===== src/rtl/ret_stack.sv =====
// Hardware return-address stack: CALL pushes PC+1, RET pops the top into the PC.
// Top of stack is visible combinationally so RET loads the PC with no extra latency.
module ret_stack #(
   parameter int unsigned N     = 8,
   parameter int unsigned DEPTH = 8,
   parameter int unsigned CW    = $clog2(DEPTH) + 1
) (
   input  logic          clk,
   input  logic          rst_i,
   input  logic          push_i,
   input  logic          pop_i,
   input  logic [N-1:0]  din_i,
   input  logic          err_clr_i,
   output logic [N-1:0]  dout_o,
   output logic          empty_o,
   output logic          full_o,
   output logic [CW-1:0] count_o,
   output logic          ovf_o,
   output logic          unf_o
);

   localparam int unsigned AW = $clog2(DEPTH);

   logic [N-1:0]  mem_q [DEPTH];
   logic [CW-1:0] sp_q, sp_d;
   logic          ovf_q, ovf_d;
   logic          unf_q, unf_d;
   logic          wr_en;
   logic [AW-1:0] wr_idx;
   logic          is_empty, is_full;

   assign is_empty = (sp_q == '0);
   assign is_full  = (sp_q == CW'(DEPTH));

   // Next-state decode; an error event is applied after the clear so it wins.
   always_comb begin
      sp_d   = sp_q;
      ovf_d  = ovf_q;
      unf_d  = unf_q;
      wr_en  = 1'b0;
      wr_idx = '0;
      if (err_clr_i) begin
         ovf_d = 1'b0;
         unf_d = 1'b0;
      end
      unique case ({push_i, pop_i})
         2'b10: begin
            if (is_full) begin
               ovf_d = 1'b1;
            end else begin
               wr_en  = 1'b1;
               wr_idx = AW'(sp_q);
               sp_d   = sp_q + CW'(1);
            end
         end
         2'b01: begin
            if (is_empty) unf_d = 1'b1;
            else          sp_d  = sp_q - CW'(1);
         end
         2'b11: begin
            // Replace top in place; from empty the pop underflows but the push lands.
            wr_en = 1'b1;
            if (is_empty) begin
               unf_d  = 1'b1;
               wr_idx = '0;
               sp_d   = CW'(1);
            end else begin
               wr_idx = AW'(sp_q - CW'(1));
            end
         end
         default: ;
      endcase
   end

   always_ff @(posedge clk) begin
      if (rst_i) begin
         sp_q  <= '0;
         ovf_q <= 1'b0;
         unf_q <= 1'b0;
      end else begin
         sp_q  <= sp_d;
         ovf_q <= ovf_d;
         unf_q <= unf_d;
      end
   end

   // Entry storage is not reset; SP alone defines which entries are valid.
   always_ff @(posedge clk) begin
      if (wr_en && !rst_i) mem_q[wr_idx] <= din_i;
   end

   assign dout_o  = is_empty ? '0 : mem_q[AW'(sp_q - CW'(1))];
   assign empty_o = is_empty;
   assign full_o  = is_full;
   assign count_o = sp_q;
   assign ovf_o   = ovf_q;
   assign unf_o   = unf_q;

endmodule


===== config.mk =====
export PLATFORM = sky130hd
export DESIGN_NAME = ret_stack
export DESIGN_NICKNAME = d
export VERILOG_FILES = /design/src/rtl/ret_stack.sv
export SDC_FILE = /design/constraint.sdc
export NUM_CORES = 1
export LEC_CHECK = 0
export CELL_PAD_IN_SITES_DETAIL_PLACEMENT = 0
export CELL_PAD_IN_SITES_GLOBAL_PLACEMENT = 1
export CORE_MARGIN = 8
export CORE_UTILIZATION = 49
export CTS_BUF_LIST = sky130_fd_sc_hd__clkbuf_2
export DETAILED_ROUTE_END_ITERATION = 16
export GPL_TIMING_DRIVEN = 0
export HOLD_SLACK_MARGIN = 0.02
export MAX_ROUTING_LAYER = met4
export PLACE_DENSITY_LB_ADDON = 0.1
export SKIP_CTS_REPAIR_TIMING = 1
export SYNTH_ARGS = -nofsm -noshare
export SYNTH_HDL_FRONTEND = slang
export SYNTH_SLANG_ARGS = --single-unit

===== constraint.sdc =====
create_clock -name clk -period 3.5 [get_ports clk]
set_clock_uncertainty 0.2 [all_clocks]
set_input_delay 1.05 -clock clk [delete_from_list [all_inputs] [get_ports clk]]
set_output_delay 1.05 -clock clk [all_outputs]
set_load 0.01 [all_outputs]

=== Yosys cells after proc, flatten, opt, wreduce, memory -nomap -nowiden ===
Memory sizes are Yosys's and may differ from the RTL's.
Index checks and enable logic that the tools add are counted.

* Reduce and logical (&&, ||, !) cells: 6
* Equal/unequal tests: 7
* Div/mod/pow operators: 0
* Shift-type cells: 0
* Add/sub/neg operators: 2
* Magnitude comparators: 0
* Multipliers: 0
* Bitwise operators: 0
* Mux-type cells: 18

{| class="wikitable"
|+ Operators with widths
! kind !! number
|-
| $mux 4 || 3
|-
| $pmux 4 s3 || 1
|-
| $mux 1 || 9
|-
| $mux 8 || 1
|-
| $mux 3 || 2
|-
| $ne 2x2->1 const B || 3
|-
| $pmux 3 s2 || 1
|-
| $add 4x1->4 const B || 1
|-
| $eq 2x2->1 const B || 2
|-
| $eq 4x4->1 const B || 1
|-
| $logic_not 4->1 || 1
|-
| $reduce_and 4->1 || 1
|-
| $sub 4x1->4 const B || 1
|-
| $reduce_bool 3->1 || 1
|-
| $eq 2x1->1 const B || 1
|-
| $pmux 1 s2 || 1
|-
| $reduce_or 2->1 || 1
|-
| $logic_and 1x1->1 || 1
|-
| $logic_not 1->1 || 1
|}

* Bits of input ports: 13
* Latch bits: 0
* ROM bits: 0
* Output and inout bits: 16
* Logic and storage cells: 37
* RAM bits: 64
* Bits in registers: 6
* Memories: 1

{| class="wikitable"
|+ Memory list
! name !! words !! bits a word !! rd ports !! clocked after Yosys merged registers in !! wr ports !! RTL line !! source
|-
| mem_q || 8 || 8 || 1 || 0 || 1 || 24 || <nowiki>logic [N-1:0] mem_q [DEPTH];</nowiki>
|}

=== Logic depth before layout (Yosys ltp) ===
Gate-level depths: netlist of the first run.

* Word-level depth: 6
* Depth in mapped cells: 8
* Mapped depth without buffers: 7

=== Worst setup path before layout of the first run ===
OpenSTA, ideal clock, no wires.

* Kind: register -> output
* From: register sp_q[0], in the netlist count_o[0]
* To: output port dout_o[0]
* Arrival time: 1834 ps
* Cell stages (with the launch flop): 9
* Slack: 416 ps
* Buffers on the path: 3
* Data required time: 2250 ps
* Path through: dfxtp_1 -> buf_4 -> inv_2 -> ha_1 -> buf_2 -> buf_2 -> mux4_2 -> nand2_1 -> a21oi_1

* Cells in the longest elaborated chain, start to end: 3
* Elaborated cells on any way between the ends: 4
* Those cells by class: 1 x add/sub; 1 x mux; 1 x reduce/logical; 1 x memory

{| class="wikitable"
|+ Ends and longest elaborated chain
! item !! RTL line !! source
|-
| from (decl) || 25 || <nowiki>logic [CW-1:0] sp_q, sp_d;</nowiki>
|-
| from (signal assigned) || 81 || <nowiki>sp_q <= sp_d;</nowiki>
|-
| $sub 4x1->4 || 92 || <nowiki>assign dout_o = is_empty ? '0 : mem_q[AW'(sp_q - CW'(1))];</nowiki>
|-
| $mem_v2 8x8 || n/a ||
|-
| $mux 8 * || 92 ||
|-
| to (decl) || 14 || <nowiki>output logic [N-1:0] dout_o,</nowiki>
|}

Every way passes the cells marked *; elsewhere a longest branch is shown, timed or not.

=== Final worst setup path of the first run ===
* From: register sp_q[0], in the netlist count_o[0]
* To: output port dout_o[7]

Same word-level chain as after synthesis.

==> impl_metrics.ini, run 1 <==
[outcome]
outcome = complete, no violations

[power_and_ir_drop]
p_seq_frac = 0.427
p_total_mw = 2.242
power_frac_comb = 0.345
p_per_area_nw_per_um2 = 575.3
p_clk_frac = 0.228
power_switching_mw = 0.6583
p_leak_nw = 1.395
internal_power_mw = 1.584
irDropWorstVdd_v = 0.0002919
switching_share = 0.2936

[global_route]
grt_overflow = 0
grt_pass1_vias = 1867
grt_max_degree = 13
grt_usage = 0.1598
grt_pass1_wl_mm = 10.18
grt_antenna_before_repair = 0

[floorplan]
pin_count = 29
initial_utilization = 0.5109
die_area_um2 = 9031
die_x_um = 95.03
core_um2 = 5991
dieHeight_um = 95.03
num_rows = 28

[routing]
first_pass_iters = 4
drtIter0Drc = 129
postRouteAntennaNets = 0
remaining_drc_errors = 0
vias_per_cell = 5.796
routed_wl_mm = 7.247
vias = 1959
wl_per_cell_um = 21.44

[worst_setup_path]
crit_chain = buf_12, clkinv_8, ha_4, buf_12, buf_8, mux4_2, nand2_1, a21oi_1, dlymetal6s2s_1
arrival_ns = 2.16
criticalPathCategory = reg2out
slowest_stage = dfxtp_4
r2r_cells = 6
r2r_setup_slack_ns = 0.55
cpPeakStageDelay_ns = 0.40
worstPathMaxFanout = 5
worstPathRequired_ns = 2.25
critPathBufInv = 5
rr_startpoint = count_o[0]$_SDFFE_PP0P_
reg2reg_to = mem_q[6][5]$_DFFE_PP_
crit_path_frequent_cell = buf_12
critPathTopFamily = buffers and inverters
cp-start-kind = register
end_kind = output port

[yosys]
synth_top_cell_area_share = 0.6280
synthTopCellsByArea = edfxtp_1 (63%), mux4_2 (12%), dfxtp_1 (3.9%)
synth_cell_type_count = 43
syn_area_per_cell_um2 = 15.23
yosys-top-cells-count = edfxtp_1 (64), nand2_1 (19), mux4_2 (16)
syn_area_um2 = 3060
synthCells = 201
async_reset_ff_frac = 0
yosysWarnings = 0
synth_edf_count = 64
yosysSeqAreaShare = 0.6672
synth_top_area_cell = edfxtp_1
synth_flop_cell = edfxtp_1
ys_seq_elements = 70
synth.most_common_cell = edfxtp_1
syn-num-nets = 216

[finish]
n_fill_cell = 435
n_antenna_cell = 0
area.growth.synth_to_final_pct = 27.35
layout.nets = 273
drive_gt1_frac = 0.2852

[place]
portBuffers = 27
place.gp.congestion = 0.8845
hpwl_mm = 4.514
place_ws_ns = -0.5470

[sta]
drv_slew = 0
max_freq_ghz = 0.2930
hold_slack_ns = 0.4071
max_slew_margin = 0.3989
period_share = 0.9750
setup_violations = 0
setup_slack_ns = 0.08749
period_needed_ns = 3.413
final_hold_viol_count = 0
worstMarginPinSlew_ns = 0.8983

[clock_tree]
clock_path_buffers = 2
root_buffer = clkbuf_2
cts_buffers = 9
htreeDepth = 3
clkLatencyLatePin_ns = 0.47
clk_pin_slew_ns = 0.18
cts_tree = built
clock-sinks = 70

[worst_hold_path]
min_path_type = reg2reg
timing.hold.worst.start = count_o[1]$_SDFFE_PP0P_
min_to = count_o[1]$_SDFFE_PP0P_
hold_depth = 2

[flow_run]
drv_cap = 0
-- worst max-delay path by stage --
stage                       startpoint                     to  slack [ns]  cells after the start
2_1_floorplan  count_o[0]$_SDFFE_PP0P_              dout_o[0]        0.42                      8
4_1_cts        count_o[0]$_SDFFE_PP0P_              dout_o[1]       -1.11                      8
3_3_place_gp                     pop_i  mem_q[3][0]$_DFFE_PP_       -0.82                      5
3_5_place_dp   count_o[0]$_SDFFE_PP0P_              dout_o[1]       -0.55                      8
5_1_grt        count_o[0]$_SDFFE_PP0P_              dout_o[7]       -0.03                      9
6_report       count_o[0]$_SDFFE_PP0P_              dout_o[7]        0.09                      9
-- per-layer routing --
metal	global-route usage	vias to the layer above	wire length, µm
li1	-	906	-
met1	0.1924	977	2969
met2	0.2561	60	3724
met3	0.03616	16	370
met4	0.06372	0	182
met5	-	-	0
-- layout by cell type (no fill, tap or decap), types with 3 or more instances in the layout --
cell | synthesis | layout
edfxtp_1 | 64 | 64
clkdlybuf4s50_1 | 0 | 19
nand2_1 | 19 | 18
buf_4 | 1 | 17
mux4_2 | 16 | 16
a21oi_1 | 14 | 13
nor2_1 | 13 | 13
clkbuf_2 | 0 | 10
buf_12 | 0 | 5
dlymetal6s2s_1 | 0 | 5
inv_1 | 4 | 4
buf_2 | 7 | 4
o21ai_1 | 4 | 4
nor2b_1 | 4 | 4
o21ai_0 | 4 | 4
nand2b_1 | 4 | 4
dfxtp_1 | 6 | 4
a211oi_1 | 3 | 3
-- through the flow --
stage	instance area (µm²)	util	std cells	TNS, ns
after CTS	3586	0.5986	321	-9.337
after floorplan	3060	-	201	0
after detailed placement	3452	0.5762	305	-13.78
after global placement	3425	0.5716	303	-24.34
after global routing	3897	0.6506	338	-0.1139
final	3897	0.6506	338	0
-- power groups by stage --
| stage | sequential, mW | clock [mW] | combinational [mW] |
|---|---|---|---|
| after floorplan | 0.975 | 0 | 0.330 |
| after CTS | 0.957 | 0.514 | 0.566 |
| after global routing | 0.960 | 0.548 | 0.820 |
| after global placement | 0.974 | 0 | 0.551 |
| final | 0.958 | 0.511 | 0.773 |
| after detailed placement | 0.975 | 0 | 0.564 |
-- final cells by class --
| cell class | instances | area, µm² | share of cell area |
|---|---|---|---|
| buffer | 10 | 111.4 | 0.02857 |
| clock buffer | 9 | 45.04 | 0.01156 |
| clock inverter | 7 | 88.84 | 0.02279 |
| inverter | 6 | 35.03 | 0.008989 |
| multi-input combinational | 114 | 1010 | 0.2591 |
| sequential | 70 | 2049 | 0.5258 |
| tap | 75 | 93.84 | 0.02408 |
| timing repair buffer | 47 | 464.2 | 0.1191 |
-- worst reg2reg max path, cell delays in order, from the launching register on --
cell and delay, ns:
dfxtp_4 0.40, buf_4 0.24, ha_1 0.28, o21ai_0 0.16, or2_1 0.25, a221o_1 0.37
nor2_1 0.69
-- state kept, by name (all words and copies together) (netlist names) --
name and cells:
ovf_o 1, mem_q 64, unf_o 1, count_o 4
-- logic make-up (layout without fill, tap and decap cells) --
family,count (synthesis),in the layout,synth area share
AOI/OAI and AO/OA,37,37,0.07728
xor gates and xnor gates,2,2,0.008179
DFF,70,70,0.6672
muxes,17,17,0.1214
adders and majority gates,2,2,0.008175
buffers and inverters,17,79,0.02494
and+or+nand+nor,56,56,0.09281
(Power assumes the default switching activity.)
==> run 2: changes to the inputs <==
ABC_AREA = 1   (was default)
CORE_UTILIZATION = 50   (was 49)
clock period = 4.3 ns   (was 3.5 ns; I/O delays follow)
==> run 2 against run 1 <==
  * Sequential cell count did not move
  * Worst setup slack better by 0.13 ns
  * Sequential power shrank 17%
  * Global-route usage rose by 1.2 points
  * First-iteration DRC count up 37%
  * Hold slack worse by 0.13 ns
  * Sequential share of layout area increased by 2.7 points
  * Utilization shrank 5.4 points
  * Critical path type unchanged
==> impl_metrics.ini, run 2 <==
[yosys]
synth_top_area_cell = edfxtp_1
async_reset_ff_frac = 0
yosysWarnings = 0
ys_seq_elements = 70
syn-num-nets = 312
synth_top_cell_area_share = 0.6098
syn_area_um2 = 3152
synth_flop_cell = edfxtp_1
yosysSeqAreaShare = 0.6479
syn_area_per_cell_um2 = 10.61
yosys-top-cells-count = nor2_1 (75), edfxtp_1 (64), nand2_1 (43)
synthCells = 297
synth_edf_count = 64
synthTopCellsByArea = edfxtp_1 (61%), nor2_1 (8.9%), nand2_1 (5.1%)
synth.most_common_cell = nor2_1
synth_cell_type_count = 28

[floorplan]
die_area_um2 = 9100
die_x_um = 95.40
num_rows = 29
dieHeight_um = 95.40
initial_utilization = 0.5080
core_um2 = 6205
pin_count = 29

[place]
place.gp.congestion = 0.8331
portBuffers = 27
hpwl_mm = 4.833
place_ws_ns = -0.02170

[flow_run]
drv_cap = 0

[clock_tree]
cts_tree = built
clkLatencyLatePin_ns = 0.49
htreeDepth = 3
clk_pin_slew_ns = 0.18
root_buffer = clkbuf_2
clock_path_buffers = 2
clock-sinks = 70
cts_buffers = 9

[finish]
regArea_um2 = 2046
final_util = 0.5967
layout.nets = 350
area.growth.synth_to_final_pct = 17.47
layout_common_cells = nor2_1 (75), edfxtp_1 (64), nand2_1 (43)
drive_gt1_frac = 0.1324
n_antenna_cell = 0
final_common_cell = nor2_1
multi_input_area_um2 = 954.7
largest_reg_flops = 64
n_fill_cell = 529
top_register = mem_q

[worst_setup_path]
crit_chain = buf_6, inv_2, buf_4, ha_4, clkbuf_4, o21ai_0, o211ai_1, nand2_1, nor2_1, dlymetal6s2s_1
criticalPathCategory = reg2out
critPathBufInv = 5
worstPathMaxFanout = 10
worstPathRequired_ns = 2.81
cpPeakStageDelay_ns = 0.40
r2r_cells = 11
r2r_setup_slack_ns = 1.44
arrival_ns = 2.59
end_kind = output port
rr_startpoint = count_o[0]$_SDFFE_PP0P_
crit_start = count_o[0]$_SDFFE_PP0P_
critPathTopFamily = buffers and inverters
cp-start-kind = register
reg2reg_to = mem_q[4][0]$_DFFE_PP_
slowest_stage = dfxtp_4

[power_and_ir_drop]
p_per_area_nw_per_um2 = 528.4
p_leak_nw = 1.453
irDropWorstVdd_v = 0.0002842
p_total_mw = 1.956

[sta]
setup_slack_ns = 0.2156
final_hold_viol_count = 0
rsz0062_at_grt = no
max_freq_ghz = 0.2448
max_slew_margin = 0.4357
hold_slack_ns = 0.2723
period_share = 0.9499
setup_violations = 0
worstMarginPinSlew_ns = 0.8434
drv_slew = 0
period_needed_ns = 4.084

[global_route]
grt_usage = 0.1715
grt_pass1_wl_mm = 10.87
grt_pass1_vias = 2072
grt_antenna_before_repair = 0
grt_max_degree = 13
grt_overflow = 0

[routing]
routed_wl_mm = 7.221
remaining_drc_errors = 0
vias_per_cell = 5.374
wl_per_cell_um = 17.32
vias = 2241
drtIter0Drc = 177
first_pass_iters = 7
postRouteAntennaNets = 0

[worst_hold_path]
timing.hold.worst.start = unf_o$_SDFF_PP0_
min_path_type = reg2reg
min_to = unf_o$_SDFF_PP0_
hold_depth = 2

[outcome]
outcome = complete, no violations
[run 2: changes by cell type after synthesis, moves of 5 or more]
cell and change:
o211ai_1 +5, a21oi_1 -12, nand2_1 +24, mux4_2 -16, nand3_1 +8, o22ai_1 +7, nor2_1 +62, o21ai_0 +28
inv_1 +13
[run 2: layout make-up]
cell class,instances,area share
timing repair buffer,27,0.07840
multi-input combinational,195,0.2579
tap,77,0.02602
inverter,20,0.02095
sequential,70,0.5526
buffer,12,0.02805
clock inverter,7,0.02399
clock buffer,9,0.01217
[run 2: worst max path at each step]
stage	to	slack, ns	cells after the start
finish	dout_o[4]	0.22	10
global route	dout_o[1]	0.04	10
CTS	dout_o[4]	-0.65	10
detailed placement	dout_o[4]	-0.02	10
global placement	dout_o[4]	-0.02	10
floorplan	dout_o[0]	0.95	9
[run 2: kinds of logic after synthesis]
family	Yosys count	synth area share
AOI/OAI and AO/OA	54	0.1004
adders and majority gates	2	0.007938
buffers and inverters	32	0.05320
DFF	70	0.6479
and+or+nand+nor	139	0.1905
[run 2: where the power goes]
part | leakage [nW] | switching [mW] | internal [mW]
combinational | 0.748 | 0.433 | 0.308
sequential | 0.628 | 0.0211 | 0.771
clock | 0.0770 | 0.234 | 0.188
[run 2: worst min-delay path, stage by stage (launching register included)]
cell and delay (ns):
dfxtp_1 0.35, nand2_1 0.06, a21oi_1 0.05
[run 2: layer usage]
| layer | GRT usage | up-vias | wire (µm) |
|---|---|---|---|
| li1 | - | 1100 | - |
| met1 | 0.2059 | 1064 | 3185 |
| met2 | 0.2733 | 66 | 3543 |
| met3 | 0.02913 | 11 | 365 |
| met4 | 0.08707 | 0 | 127 |
| met5 | - | - | 0 |
[run 2: stage by stage]
step	area (µm²)	TNS (ns)	cells
after global routing	3702	0	417
final	3702	0	417
after detailed placement	3518	-0.02170	401
after floorplan	3152	0	297
after global placement	3518	-0.02604	401
after CTS	3652	-4.600	417
==> run 3: changes to the inputs <==
CORE_ASPECT_RATIO = 1.5   (was default)
REMOVE_ABC_BUFFERS = 1   (was default)
==> run 3 against run 2 <==
  * First-iteration DRC count grew 43%
  * Critical endpoint is now dout_o[0]
  * Die area grew 0.58%
  * Maximum frequency shrank 1.6%
  * Wire length grew 4.7%
  * Critical path depth shrank 1
  * Largest power group unchanged
  * Sequential cell count is the same
  * Hold slack gained 0.0056 ns
  * Clock-buffer cell count grew 3
  * Worst setup slack lost 0.068 ns
  * Clock power grew 15%
  * Final cell count shrank 1.4%
==> impl_metrics.ini, run 3 (synthesis results as in run 2) <==
[floorplan]
dieHeight_um = 113.2
die_area_um2 = 9153
core_um2 = 6131
num_rows = 35
die_x_um = 80.83
initial_utilization = 0.5141
pin_count = 29

[place]
place_ws_ns = -1.565
portBuffers = 28
placed_cell_area_um2 = 3435
hpwl_mm = 4.188
place.gp.congestion = 0.7342

[sta]
setup_slack_ns = 0.1472
tns_ns = 0
drv_slew = 0
setup_violations = 0
max_slew_margin = 0.3378
hold_slack_ns = 0.2779
rsz0062_at_grt = no
worstMarginPinSlew_ns = 0.9896
period_needed_ns = 4.153
period_share = 0.9658
final_hold_viol_count = 0
max_freq_ghz = 0.2408

[power_and_ir_drop]
p_seq_frac = 0.396
p_per_area_nw_per_um2 = 544.0
irDropWorstVdd_v = 0.0003573
power_switching_mw = 0.6819
p_leak_nw = 1.365
power_frac_comb = 0.363
switching_share = 0.3374
p_clk_frac = 0.241
internal_power_mw = 1.339

[outcome]
outcome = complete, no violations

[global_route]
grt_pass1_wl_mm = 11.00
grt_usage = 0.1671
grt_overflow = 0
grt_max_degree = 41
grt_antenna_before_repair = 0
grt_pass1_vias = 2185

[worst_setup_path]
criticalPathCategory = reg2out
rr_startpoint = count_o[0]$_SDFFE_PP0P_
crit_path_frequent_cell = nor2_1
worstPathMaxFanout = 18
slowest_stage = clkdlybuf4s50_1
arrival_ns = 2.66
critPathBufInv = 3
worstPathRequired_ns = 2.81
cpPeakStageDelay_ns = 0.54
cp-start-kind = register
crit_start = count_o[0]$_SDFFE_PP0P_
crit_chain = clkinv_8, ha_4, buf_4, nor2_1, o21ai_0, o211ai_1, nand2_1, nor2_1, clkdlybuf4s50_1
critPathTopFamily = buffers and inverters
end_kind = output port

[finish]
layout.nets = 347
n_antenna_cell = 0
area.growth.synth_to_final_pct = 17.86
layout_common_cells = nor2_1 (75), edfxtp_1 (64), nand2_1 (43)
drive_gt1_frac = 0.1335
final_common_cell = nor2_1
largest_reg_flops = 64
top_register = mem_q
fin_area_um2 = 3715

[clock_tree]
clk_pin_slew_ns = 0.19
clock_path_buffers = 2
htreeDepth = 3
clock-sinks = 70
clkLatencyLatePin_ns = 0.52
cts_tree = built
root_buffer = clkbuf_2
cts_buffers = 9

[worst_hold_path]
min_path_type = reg2reg
timing.hold.worst.start = ovf_o$_SDFF_PP0_

[routing]
wl_per_cell_um = 18.40
vias = 2252
remaining_drc_errors = 0
drtIter0Drc = 253
first_pass_iters = 5
postRouteAntennaNets = 0
routed_wl_mm = 7.561
vias_per_cell = 5.479

[flow_run]
drv_cap = 0
-- run 3: final cells by class --
type,instances,area (µm²)
Inverter,20,93.84
Fill cell,543,2416
Tap cell,74,92.59
Multi-Input combinational cell,195,954.7
Sequential cell,70,2047
Clock inverter,4,95.09
Timing Repair inverter,1,8.758
Timing Repair Buffer,35,362.8
Clock buffer,12,60.06
-- run 3: path summary, 6_finish.rpt --
check	to	slack (ns)	cells after the start
max	dout_o[0]	0.15	9
min	ovf_o$_SDFF_PP0_	0.28	2
max reg2reg	mem_q[0][6]$_DFFE_PP_	1.48	10
min reg2reg	ovf_o$_SDFF_PP0_	0.28	2
-- run 3: power groups by stage --
stage	registers [mW]	logic (mW)	clock network, mW
global route	0.804	0.810	0.509
CTS	0.814	0.650	0.482
finish	0.800	0.734	0.487
detailed placement	0.828	0.646	0
floorplan	0.818	0.377	0
global placement	0.828	0.639	0
-- run 3: routing by layer --
layer / part of all wire / routed length (µm) / global-route usage
met5: 0 / 0 / -
met4: 0.020 / 150 / 0.08503
met3: 0.048 / 361 / 0.03095
met2: 0.53 / 4023 / 0.2766
met1: 0.40 / 3026 / 0.1852
-- run 3: stage by stage --
| step | instances | total power, mW | util |
|---|---|---|---|
| after floorplan | 285 | 1.195 | - |
| after global placement | 387 | 1.468 | 0.5602 |
| after detailed placement | 387 | 1.474 | 0.5602 |
| after CTS | 403 | 1.946 | 0.5855 |
| after global routing | 411 | 2.122 | 0.6059 |
| final | 411 | 2.021 | 0.6059 |
-- run 3: worst min-delay path: cells and delay by family, from the launching register on --
kind / cells / cell delay, ns
compound gates: 1 / 0.05
flops: 1 / 0.35
simple gates: 1 / 0.06
